[src/rtl/wb_bridge_arbiter.sv]
// Two-port Wishbone B4 Classic arbiter in front of a shared WB-to-AXI-Lite bridge.
// Optional watchdog enabled by defining WB_ARB_TIMEOUT_EN.
module wb_bridge_arbiter #(
    parameter  int unsigned WB_ADR_WIDTH   = 29,
    parameter  int unsigned DATA_WIDTH     = 64,
    parameter  int unsigned TIMEOUT_CYCLES = 1024,
    localparam int unsigned SEL_WIDTH      = DATA_WIDTH / 8
) (
    input  logic                    aclk,
    input  logic                    aresetn,
    input  logic                    s0_cyc,
    input  logic                    s0_stb,
    input  logic                    s0_we,
    input  logic [WB_ADR_WIDTH-1:0] s0_adr,
    input  logic [DATA_WIDTH-1:0]   s0_dat_i,
    input  logic [SEL_WIDTH-1:0]    s0_sel,
    output logic [DATA_WIDTH-1:0]   s0_dat_o,
    output logic                    s0_ack,
    output logic                    s0_stall,
    input  logic                    s1_cyc,
    input  logic                    s1_stb,
    input  logic                    s1_we,
    input  logic [WB_ADR_WIDTH-1:0] s1_adr,
    input  logic [DATA_WIDTH-1:0]   s1_dat_i,
    input  logic [SEL_WIDTH-1:0]    s1_sel,
    output logic [DATA_WIDTH-1:0]   s1_dat_o,
    output logic                    s1_ack,
    output logic                    s1_stall,
    output logic                    m_cyc,
    output logic                    m_stb,
    output logic                    m_we,
    output logic [WB_ADR_WIDTH-1:0] m_adr,
    output logic [DATA_WIDTH-1:0]   m_dat_o,
    output logic [SEL_WIDTH-1:0]    m_sel,
    input  logic [DATA_WIDTH-1:0]   m_dat_i,
    input  logic                    m_ack
);

    typedef enum logic [1:0] {IDLE, GRANT, DRAIN} state_t;

    state_t state, state_nxt;
    logic   last_grant;   // also identifies the current owner while GRANT/DRAIN
    logic   req0, req1, any_req, grant_sel, own_cyc, tmo_fire, ack_now;
    logic [DATA_WIDTH-1:0] resp_data;

    assign req0      = s0_cyc & s0_stb;
    assign req1      = s1_cyc & s1_stb;
    assign any_req   = req0 | req1;
    assign grant_sel = (req0 & req1) ? ~last_grant : req1;
    assign own_cyc   = last_grant ? s1_cyc : s0_cyc;

`ifdef WB_ARB_TIMEOUT_EN
    localparam int unsigned CNT_W = (TIMEOUT_CYCLES > 1) ? $clog2(TIMEOUT_CYCLES) : 1;
    logic [CNT_W-1:0] tmo_cnt;

    // Counts GRANT cycles without a bridge response; idle states keep it cleared
    always_ff @(posedge aclk) begin
        if (!aresetn)
            tmo_cnt <= '0;
        else if (state != GRANT)
            tmo_cnt <= '0;
        else if (!m_ack)
            tmo_cnt <= tmo_cnt + CNT_W'(1);
    end

    // A real m_ack or an owner abort in the same cycle takes precedence
    assign tmo_fire = (state == GRANT) && !m_ack && own_cyc &&
                      (tmo_cnt == CNT_W'(TIMEOUT_CYCLES - 1));
`else
    assign tmo_fire = 1'b0;
`endif

    always_ff @(posedge aclk) begin
        if (!aresetn)
            state <= IDLE;
        else
            state <= state_nxt;
    end

    always_comb begin
        state_nxt = state;
        case (state)
            IDLE:    if (any_req) state_nxt = GRANT;
            GRANT: begin
                if (m_ack)
                    state_nxt = IDLE;
                else if (!own_cyc || tmo_fire)
                    state_nxt = DRAIN;
            end
            DRAIN:   if (m_ack) state_nxt = IDLE;
            default: state_nxt = IDLE;
        endcase
    end

    // Master-side request is captured once at grant and held for the transfer
    always_ff @(posedge aclk) begin
        if (!aresetn) begin
            last_grant <= 1'b1;
            m_cyc      <= 1'b0;
            m_stb      <= 1'b0;
            m_we       <= 1'b0;
            m_adr      <= '0;
            m_dat_o    <= '0;
            m_sel      <= '0;
        end else begin
            m_cyc <= (state_nxt != IDLE);
            m_stb <= (state_nxt == GRANT);
            if (state == IDLE && any_req) begin
                last_grant <= grant_sel;
                m_we       <= grant_sel ? s1_we    : s0_we;
                m_adr      <= grant_sel ? s1_adr   : s0_adr;
                m_dat_o    <= grant_sel ? s1_dat_i : s0_dat_i;
                m_sel      <= grant_sel ? s1_sel   : s0_sel;
            end
        end
    end

    assign ack_now   = aresetn && (state == GRANT) && (m_ack || tmo_fire);
    assign resp_data = m_ack ? m_dat_i : '1;

    assign s0_ack   = ack_now & ~last_grant;
    assign s1_ack   = ack_now & last_grant;
    assign s0_dat_o = s0_ack ? resp_data : '0;
    assign s1_dat_o = s1_ack ? resp_data : '0;
    assign s0_stall = aresetn & req0 & ~s0_ack;
    assign s1_stall = aresetn & req1 & ~s1_ack;

endmodule

[config.mk]
export PLATFORM = sky130hd
export DESIGN_NAME = wb_bridge_arbiter
export DESIGN_NICKNAME = d
export VERILOG_FILES = /design/src/rtl/wb_bridge_arbiter.sv
export SDC_FILE = /design/constraint.sdc
export NUM_CORES = 1
export LEC_CHECK = 0
export BUFFER_PORTS_ARGS = -buffer_cell sky130_fd_sc_hd__buf_2
export CAP_MARGIN = 20
export CORE_AREA = 5 5 194 196
export CTS_CLUSTER_DIAMETER = 120
export DETAILED_ROUTE_END_ITERATION = 12
export DIE_AREA = 0 0 199 201
export PLACE_DENSITY = 0.43
export SYNTH_ARGS = -nofsm -noshare
export SYNTH_HDL_FRONTEND = slang
export SYNTH_SLANG_ARGS = --single-unit
[constraint.sdc]
create_clock -name aclk -period 1.8 [get_ports aclk]
set_input_delay 0 -clock aclk [delete_from_list [all_inputs] [get_ports aclk]]
set_output_delay 0 -clock aclk [all_outputs]
set_load 0.05 [all_outputs]
==> impl_metrics.json, run 1 <==
{
  "status": "complete, but fails checks",
  "violations": "negative setup slack",
  "r2r_cells": 4,
  "fin_crit_sh_pct": 101,
  "p_per_area_nw_per_um2": 710,
  "drt_iter0_drc": 438,
  "power_frac_comb_pct": 39.0,
  "swShare_pct": 40.0,
  "vias_per_cell": 4.88,
  "period_needed_ns": 1.81,
  "synth.avg_cell_area_um2": 8.94,
  "first_pass_iters": 5,
  "hold_class": "input port to flop",
  "clock_latency_ns": 0.38,
  "core_area_um2": 35900,
  "pwr-share-clk_pct": 27.2,
  "drive_gt1_share_pct": 54.3,
  "cts_buffers": 9,
  "ff2ff_setup_slack_ns": 0.11,
  "slew_viol_final": 0,
  "cp_slowest_cell": "and4b_4",
  "crit_chain": "and4b_4 -> nand2_8 -> buf_12 -> and3_4 -> buf_6",
  "register_area_um2": 2140,
  "wl_per_cell_um": 20.9,
  "synth_seq_cells": 107,
  "port_buffers": 510,
  "critical_path_required_ns": 1.80,
  "max_clock_freq_mhz": 551,
  "die_x_um": 199,
  "p_switching_w": 0.00326,
  "hold_viol_final": 0,
  "slew-limit-headroom_pct": 40.5,
  "nFillCells": 3810,
  "tritoncts": "built",
  "final_cells": 1684,
  "die_area_um2": 40000,
  "grt_start_max_net_pins": 75,
  "synth_nets": 1020,
  "drc_errors": 0,
  "tightest_slew_ns": 0.893,
  "rows": 70,
  "end_kind": "primary output",
  "die_h_um": 201,
  "hpwlAfterDp_um": 25300,
  "clock_path_buffers": 2,
  "ir_worst_vdd_mv": 0.450,
  "gp_congestion": 0.902,
  "grt_pass1_vias": 8102,
  "crit_arrival_ns": 1.81,
  "syn_area_um2": 6660,
  "grt_overflow": 0,
  "ys_seq_area_share_pct": 32.2,
  "boundaryPins": 511,
  "setup_violations": 13,
  "cts_root_buf": "clkbuf_16",
  "seqPwrFrac_pct": 33.8,
  "rsz0062_at_grt": "yes",
  "p_int_w": 0.00489,
  "synthToLayoutAreaGrowth_pct": 72.5,
  "finalClockSkew_ns": 0.0137,
  "grt_usage_pct": 16.1,
  "yosys_warnings": 0,
  "dp_cells": 1646,
  "syn-instance-count": 745,
  "multi_input_comb_area_um2": 4350,
  "ant_nets": 0,
  "worstSetupPathType": "flop to primary output",
  "start_kind": "flop",
  "final_nets": 1484,
  "routed_wl_um": 35300,
  "initial_core_util_pct": 18.6,
  "crit_family": "simple AND/OR/NAND/NOR gates",
  "p_leak_nw": 5.15,
  "critPathMaxFanout": 12,
  "synth.distinct_cells": 27,
  "worstSetupPathDepth": 5,
  "grt_pass1_wl_um": 50800,
  "cp_num_buf_inv": 2,
  "place_ws_ns": 0.0935,
  "clock_sinks": 107,
  "vias": 8224,
  "htreeDepth": 3,
  "whs_path_depth": 3,
  "antenna_found_initial": 3,
  "clk_pin_slew_ns": 0.08,
  "max_stage_delay_ns": 0.42,
  "layout_setup_ws_ns": -0.0142,
  "max_cap_viol_count": 0
}
## through the flow
step	utilization [%]	TNS (ns)	area [µm²]	hold WS [ns]	total power (W)
floorplan	-	0	6660	0.293	0.00484
global placement	27.2	0	9780	0.400	0.00583
detailed placement	27.2	0	9780	0.408	0.00583
CTS	30.2	-1.47	10800	0.000168	0.00819
global route	32.0	-8.17	11500	0.00976	0.00858
finish	32.0	-0.0616	11500	0.0260	0.00815
## sequential cells by signal, summed over array words and instances, names as in the netlist
register    cells
m_cyc           1
m_stb           1
last_grant      1
m_sel           8
state           2
m_we            1
m_adr          29
m_dat_o        64
## layer usage
metal | part of all wire [%] | track usage (%) | vias to the layer above
met5 | 0.031 | 0 | -
met1 | 41 | 20.3 | 4054
li1 | - | - | 3819
met2 | 50 | 27.1 | 317
met4 | 1.8 | 4.25 | 2
met3 | 7.2 | 4.55 | 32
## final cells by class
| class | instances | area share, % |
|---|---|---|
| multi-input cells | 525 | 37.8 |
| repair buffers | 564 | 35.6 |
| flip-flops and latches | 107 | 18.7 |
| well taps | 468 | 5.10 |
| clock buffers | 11 | 2.20 |
| clock inverters | 5 | 0.523 |
| inverters | 2 | 0.0653 |
| diodes | 2 | 0.0436 |
## cell usage in the layout (no fill, tap or decap), types with 21 or more instances in the layout
cell      count
buf_2       380
buf_6       115
dfxtp_1     105
a311o_1     102
o221a_1     102
a21boi_0     97
nor2b_1      64
nor2_2       59
nor2_1       49
buf_4        26
nor2_4       21
## power groups by stage
stage	clock, W	combinational, W	sequential (W)
after detailed placement	0	0.00303	0.00281
after CTS	0.00232	0.00311	0.00276
after global placement	0	0.00302	0.00281
final	0.00222	0.00318	0.00276
after floorplan	0	0.00121	0.00363
after global routing	0.00242	0.00337	0.00279
## Yosys cell counts
cell type	number	area (µm²)
and3b_1	1	8.76
nand3b_1	1	7.51
a21oi_1	3	15.0
inv_1	2	7.51
and4_1	1	8.76
o221a_1	102	1150
and4b_1	1	10.0
and3_1	1	6.26
nor2_1	129	484
nand3_2	1	10.0
o211ai_1	1	7.51
a311o_1	102	1020
buf_1	6	22.5
clkbuf_1	72	270
dfxtp_1	107	2140
buf_2	24	120
nand2_1	4	15.0
o21ai_0	2	10.0
nor2b_1	64	400
nand2b_1	4	25.0
mux2_2	1	11.3
or2_1	2	12.5
a21boi_1	5	37.5
a21boi_0	97	728
buf_6	10	113
and2_1	1	6.26
a22oi_2	1	12.5
## worst register-to-register path: stages (launching register included)
cell     delay [ns]
dfxtp_2        0.34
or2_4          0.29
buf_4          0.31
a311o_1        0.42
o221a_1        0.21
## kinds of logic after synthesis
group / Yosys count / synth area share (%)
multiplexers: 1 / 0.169
AO/OA/AOI/OAI: 313 / 44.7
AND/OR/NAND/NOR: 210 / 14.9
flip-flops: 107 / 32.2
buffers and inverters: 114 / 8.00
## final timing paths
kind / startpoint / end
worst max-delay path: state[1]$_SDFF_PN0_ / s1_stall
worst min-delay path: s1_dat_i[19] / m_dat_o[19]$_SDFFE_PN0P_
worst max register to register: state[1]$_SDFF_PN0_ / m_dat_o[63]$_SDFFE_PN0P_
worst min register to register: m_dat_o[45]$_SDFFE_PN0P_ / m_dat_o[45]$_SDFFE_PN0P_
## what timing repair did
item                                    in CTS  in global routing
gates resized for setup                    197                176
endpoints found under the setup margin     122                124
setup buffers                                2                  0
gates cloned                                 1                  4
pin swaps                                    2                  1
endpoints found under the hold margin       13                  0
hold buffers                                13                  0
Power figures use the tool's default switching activity.
==> run 2: changes to the inputs <==
--- a/config.mk
+++ b/config.mk
@@ -7,11 +7,11 @@
 export LEC_CHECK = 0
 export BUFFER_PORTS_ARGS = -buffer_cell sky130_fd_sc_hd__buf_2
 export CAP_MARGIN = 20
-export CORE_AREA = 5 5 194 196
+export CORE_AREA = 2 2 196 198
 export CTS_CLUSTER_DIAMETER = 120
 export DETAILED_ROUTE_END_ITERATION = 12
-export DIE_AREA = 0 0 199 201
-export PLACE_DENSITY = 0.43
+export DIE_AREA = 0 0 198 200
+export PLACE_DENSITY = 0.41
 export SYNTH_ARGS = -nofsm -noshare
 export SYNTH_HDL_FRONTEND = slang
 export SYNTH_SLANG_ARGS = --single-unit
==> run 2 against run 1 <==
  * The run now ends clean
  * Fmax increased by 3.7%
  * First-iteration DRC count decreased by 36%
  * Sequential cell count unchanged
  * Via count decreased by 3.6%
  * Wire length decreased by 7.4%
  * Core utilization decreased by 3.6 points
  * Critical path depth unchanged
  * Global-route usage decreased by 0.90 points
  * Clock skew decreased by 0.0031 ns
  * Non-clock buffer count decreased by 14
  * Largest power group unchanged
  * Highest routed layer unchanged
==> impl_metrics.json, run 2 (same netlist as run 1, synthesis figures left out) <==
{
  "swShare_pct": 41.1,
  "final_nets": 1469,
  "r2r_start": "state[1]$_SDFF_PN0_",
  "drc_errors": 0,
  "power_frac_comb_pct": 38.8,
  "period_needed_ns": 1.75,
  "top_regs": "m_dat_o x64, m_adr x29, m_sel x8",
  "cp_num_buf_inv": 2,
  "slew-limit-headroom_pct": 61.8,
  "seqPwrFrac_pct": 34.9,
  "start_kind": "flop",
  "rows": 71,
  "routed_wl_um": 32700,
  "p_int_w": 0.00464,
  "finalClockSkew_ns": 0.0107,
  "ant_nets": 0,
  "first_pass_iters": 5,
  "hold_viol_final": 0,
  "hold_ws_ns": 0.0221,
  "status": "completed",
  "r2r_cells": 4,
  "crit_chain": "and4b_2 -> nand2b_2 -> buf_12 -> nor2_1 -> clkbuf_4",
  "vias_per_cell": 4.62,
  "max_cap_viol_count": 0,
  "fin_crit_sh_pct": 97.2,
  "clock_latency_ns": 0.38,
  "die_h_um": 200,
  "p_leak_nw": 4.93,
  "whs_path_depth": 3,
  "critPathMaxFanout": 65,
  "wl_per_cell_um": 19.0,
  "boundaryPins": 511,
  "synthToLayoutAreaGrowth_pct": 59.7,
  "clock_sinks": 107,
  "grt_overflow": 0,
  "htreeDepth": 3,
  "layout_setup_ws_ns": 0.0509,
  "p_switching_w": 0.00323,
  "drt_iter0_drc": 281,
  "end_kind": "primary output",
  "slew_viol_final": 0,
  "largest_reg_flops": 64,
  "p_per_area_nw_per_um2": 740,
  "place_ws_ns": 0.252,
  "cts_setup_buffers": 0,
  "tritoncts": "built",
  "timing.rr.end": "m_dat_o[23]$_SDFFE_PN0P_",
  "largest_register": "m_dat_o",
  "mostFrequentLayoutCell": "buf_2",
  "die_x_um": 198,
  "gp_congestion": 0.724,
  "critical_path_required_ns": 1.80,
  "pwr-share-clk_pct": 26.3,
  "grt_pass1_vias": 7494,
  "dp_cells": 1675,
  "clk_pin_slew_ns": 0.09,
  "grt_pass1_wl_um": 46400,
  "crit_arrival_ns": 1.75,
  "final_cells": 1716,
  "port_buffers": 510,
  "max_clock_freq_mhz": 572,
  "drive_gt1_share_pct": 47.3,
  "hpwlAfterDp_um": 22900,
  "tightest_slew_ns": 0.573,
  "grt_usage_pct": 15.2,
  "cts_buffers": 9,
  "core_area_um2": 37400,
  "cp_slowest_cell": "dfxtp_2",
  "clock_path_buffers": 2,
  "crit_family": "simple AND/OR/NAND/NOR gates",
  "antenna_found_initial": 7,
  "ir_worst_vdd_mv": 0.431,
  "worstSetupPathType": "flop to primary output",
  "hold_class": "input port to flop",
  "setup_violations": 0,
  "grt_start_max_net_pins": 108,
  "max_stage_delay_ns": 0.34,
  "vias": 7930,
  "initial_core_util_pct": 17.8,
  "cts_root_buf": "clkbuf_16",
  "ff2ff_setup_slack_ns": 0.25,
  "die_area_um2": 39600,
  "hold_end": "m_dat_o[58]$_SDFFE_PN0P_",
  "min_from": "s1_dat_i[58]",
  "final_cell_mix": "buf_2 (386), nor2_1 (120), dfxtp_1 (105)"
}
run 2: changes by cell type in the layout (fill, tap and decap cells not counted), moves of 19 or more:
cell and change:
buf_6 -100, nor2_1 +71, clkbuf_4 +66, nor2_2 -51, nor2_4 -20, buf_4 +19
run 2: worst reg2reg max path, stage by stage, from the launching register on:
cell     delay (ns)
dfxtp_2        0.34
or2_4          0.29
buf_12         0.20
a311o_1        0.40
o221a_1        0.21
run 2: worst max path at each step:
stage / startpoint / end / cells after the start
global route: state[1]$_SDFF_PN0_ / s0_dat_o[0] / 5
global placement: state[1]$_SDFF_PN0_ / m_dat_o[18]$_SDFFE_PN0P_ / 4
finish: state[1]$_SDFF_PN0_ / s0_dat_o[45] / 5
detailed placement: state[1]$_SDFF_PN0_ / m_dat_o[23]$_SDFFE_PN0P_ / 4
CTS: state[1]$_SDFF_PN0_ / s1_dat_o[14] / 5
floorplan: state[0]$_SDFF_PN0_ / s1_dat_o[24] / 5
run 2: layer usage:
metal / share of wire, % / global-route usage [%] / wire (µm)
met5: 0.070 / 0 / 23
met4: 1.2 / 4.51 / 385
met3: 6.4 / 4.10 / 2100
met2: 49 / 24.6 / 15900
met1: 44 / 19.9 / 14200
run 2: through the flow:
stage	setup TNS (ns)	total power, W	area, µm²	util, %
after global routing	-0.0332	0.00829	10600	28.4
after detailed placement	0	0.00580	9740	26.0
after floorplan	0	0.00484	6660	-
final	0	0.00787	10600	28.4
after global placement	0	0.00580	9740	26.0
after CTS	0	0.00800	10300	27.6
run 2: repair_timing:
action	CTS	global route
hold buffers	18	0
gates cloned	0	1
endpoints found under the hold margin	18	0
resized for setup	44	128
endpoints found under the setup margin	78	78
run 2: final cells by class:
class,instances,area [µm²]
clock buffers,9,225
clock inverters,7,58.8
flip-flops and latches,107,2140
multi-input cells,524,4040
fillers,4105,26800
repair buffers,550,3510
inverters,2,7.51
diodes,6,15.0
well taps,511,639
run 2: power by group through the flow:
stage,sequential (W),clock [W],combinational [W]
2_1_floorplan,0.00363,0,0.00121
4_1_cts,0.00275,0.00220,0.00306
6_report,0.00275,0.00207,0.00305
3_3_place_gp,0.00280,0,0.00301
5_1_grt,0.00278,0.00227,0.00324
3_5_place_dp,0.00279,0,0.00300
==> run 3: changes to the inputs <==
--- a/config.mk
+++ b/config.mk
@@ -6,12 +6,11 @@
 export NUM_CORES = 1
 export LEC_CHECK = 0
 export BUFFER_PORTS_ARGS = -buffer_cell sky130_fd_sc_hd__buf_2
-export CAP_MARGIN = 20
-export CORE_AREA = 2 2 196 198
+export CORE_AREA = 2 2 200 202
+export CTS_BUF_LIST = sky130_fd_sc_hd__clkbuf_8
 export CTS_CLUSTER_DIAMETER = 120
 export DETAILED_ROUTE_END_ITERATION = 12
-export DIE_AREA = 0 0 198 200
-export PLACE_DENSITY = 0.41
+export DIE_AREA = 0 0 202 204
 export SYNTH_ARGS = -nofsm -noshare
 export SYNTH_HDL_FRONTEND = slang
 export SYNTH_SLANG_ARGS = --single-unit
==> run 3 against run 2 <==
  * Die area grew 4.1%
  * Combinational power grew 17%
  * The flow now finishes with violations (negative setup slack)
  * Critical path depth is the same
  * First-iteration DRC count grew to 2.9 times the previous value
  * Count of clock-buffer cells in the layout grew 3
  * Clock power fell by 22%
  * Core utilization increased by 5.8 points
  * Largest cell class is now buffers
  * Critical endpoint is now s0_dat_o[25]
  * Highest routed layer is now met4
  * Sequential share of layout area fell by 4.2 points
  * Cell area is 26% higher
  * Via count is 17% higher
==> impl_metrics.json, run 3 (same netlist as run 1, synthesis figures left out) <==
{
  "setup_violations": 87,
  "grt_start_max_net_pins": 108,
  "hpwlAfterDp_um": 21600,
  "critical_path_required_ns": 1.80,
  "p_switching_w": 0.00332,
  "rsz0062_at_grt": "yes",
  "r2r_cells": 5,
  "min_from": "s0_adr[21]",
  "p_total_w": 0.00795,
  "fin_crit_sh_pct": 105,
  "mostFrequentLayoutCell": "buf_2",
  "start_kind": "flop",
  "largest_register": "m_dat_o",
  "boundaryPins": 511,
  "top_regs": "m_dat_o x64, m_adr x29, m_sel x8",
  "grt_pass1_vias": 8944,
  "drt_iter0_drc": 802,
  "slew_viol_final": 0,
  "slew-limit-headroom_pct": 58.0,
  "crit_chain": "and4b_4 -> nand2b_4 -> buf_12 -> nor2_1 -> buf_6",
  "whs_path_depth": 3,
  "power_frac_comb_pct": 44.8,
  "tightest_slew_ns": 0.628,
  "hold_end": "m_adr[21]$_SDFFE_PN0P_",
  "p_leak_nw": 5.89,
  "hold_viol_final": 0,
  "p_int_w": 0.00463,
  "rows": 73,
  "worstSetupPathType": "flop to primary output",
  "fin_util_pct": 34.2,
  "ff2ff_setup_slack_ns": 0.05,
  "grt_usage_pct": 15.0,
  "grt_pass1_wl_um": 49300,
  "status": "complete, but fails checks",
  "seqPwrFrac_pct": 34.8,
  "finalClockSkew_ns": 0.0128,
  "end_kind": "primary output",
  "max_stage_delay_ns": 0.41,
  "cts_root_buf": "clkbuf_8",
  "crit_arrival_ns": 1.89,
  "cts_buffers": 9,
  "die_x_um": 202,
  "clk_pin_slew_ns": 0.12,
  "max_cap_viol_count": 0,
  "vias": 9288,
  "die_area_um2": 41200,
  "pwr-share-clk_pct": 20.4,
  "synthToLayoutAreaGrowth_pct": 101,
  "clock_sinks": 107,
  "timing.rr.end": "m_dat_o[38]$_SDFFE_PN0P_",
  "gp_congestion": 0.814,
  "clock_path_buffers": 2,
  "layout_setup_ws_ns": -0.0937,
  "violations": "negative setup slack",
  "cp_slowest_cell": "and4b_4",
  "max_clock_freq_mhz": 528,
  "wl_per_cell_um": 18.6,
  "port_buffers": 510,
  "first_pass_iters": 5,
  "die_h_um": 204,
  "vias_per_cell": 4.86,
  "final_nets": 1654,
  "antenna_found_initial": 2,
  "core_area_um2": 39200,
  "clock_latency_ns": 0.42,
  "r2r_start": "state[1]$_SDFF_PN0_",
  "drive_gt1_share_pct": 50.1,
  "ir_worst_vdd_mv": 0.398,
  "drc_errors": 0,
  "routed_wl_um": 35500,
  "htreeDepth": 3,
  "ant_nets": 0,
  "swShare_pct": 41.8,
  "initial_core_util_pct": 17.0,
  "largest_reg_flops": 64,
  "hold_class": "input port to flop",
  "critPathMaxFanout": 36,
  "period_needed_ns": 1.89,
  "p_per_area_nw_per_um2": 593,
  "tritoncts": "built",
  "final_cell_mix": "buf_2 (377), dlygate4sd3_1 (166), dfxtp_1 (105)",
  "grt_overflow": 0
}
## run 3: cell types whose count changed in the layout (fill, tap and decap cells not counted), moves of 28 or more
| cell | change |
|---|---|
| clkbuf_4 | -66 |
| dlygate4sd3_1 | +148 |
| nor2_1 | -88 |
| nor2_4 | +46 |
| buf_8 | +28 |
| nor2_2 | +42 |
| buf_6 | +83 |
## run 3: how the worst max path moves through the flow
| stage | from | end | depth (start not counted) |
|---|---|---|---|
| after floorplan | state[0]$_SDFF_PN0_ | s1_dat_o[24] | 5 |
| after global placement | state[1]$_SDFF_PN0_ | s0_stall | 5 |
| after detailed placement | state[1]$_SDFF_PN0_ | s0_stall | 5 |
| after CTS | state[1]$_SDFF_PN0_ | s0_dat_o[17] | 5 |
| after global routing | state[1]$_SDFF_PN0_ | s0_dat_o[25] | 5 |
| final | state[1]$_SDFF_PN0_ | s0_dat_o[25] | 5 |
## run 3: metrics by stage
stage / hold WS [ns] / instance area, µm² / TNS (ns) / cells / worst slack, ns
after floorplan: 0.293 / 6660 / 0 / 745 / 0.127
after global placement: 0.398 / 9890 / 0 / 1710 / 0.157
after detailed placement: 0.408 / 9890 / 0 / 1710 / 0.147
after CTS: 0.0000169 / 12600 / -2.88 / 1904 / -0.0580
after global routing: 0.0134 / 13400 / -9.54 / 1911 / -0.166
final: 0.0375 / 13400 / -2.98 / 1911 / -0.0937
## run 3: cell type report
type | instances | area [µm²]
Inverter | 2 | 7.51
Tap cell | 525 | 657
Timing Repair Buffer | 731 | 5830
Sequential cell | 107 | 2140
Clock buffer | 12 | 165
Fill cell | 3840 | 25800
Antenna cell | 2 | 5.00
Multi-Input combinational cell | 528 | 4560
Clock inverter | 4 | 32.5
## run 3: layer usage
layer	vias to the layer above	part of all wire [%]	GRT usage, %	wire [µm]
met5	-	0	0	0
met4	0	3.1	6.85	1100
met3	87	7.0	3.64	2470
met2	504	49	24.1	17300
met1	4529	41	18.9	14700
li1	4168	-	-	-
## run 3: timing repair
item	CTS	global route
gates cloned	6	5
hold buffers	166	0
resized for setup	242	202
setup buffers	6	0
hold endpoints to repair	100	0
endpoints found under the setup margin	125	131
pin swaps	2	23
## run 3: worst max-delay path, delay by kind of cell (launching register included)
kind                   cells  cell delay [ns]
buffers and inverters      2             0.39
DFF                        1             0.34
and+or+nand+nor            3             0.73
## run 3: power groups by stage
stage               clock [W]  combinational (W)  sequential, W
global route          0.00176            0.00373        0.00279
floorplan                   0            0.00121        0.00363
finish                0.00162            0.00356        0.00276
global placement            0            0.00298        0.00280
CTS                   0.00171            0.00341        0.00276
detailed placement          0            0.00301        0.00280
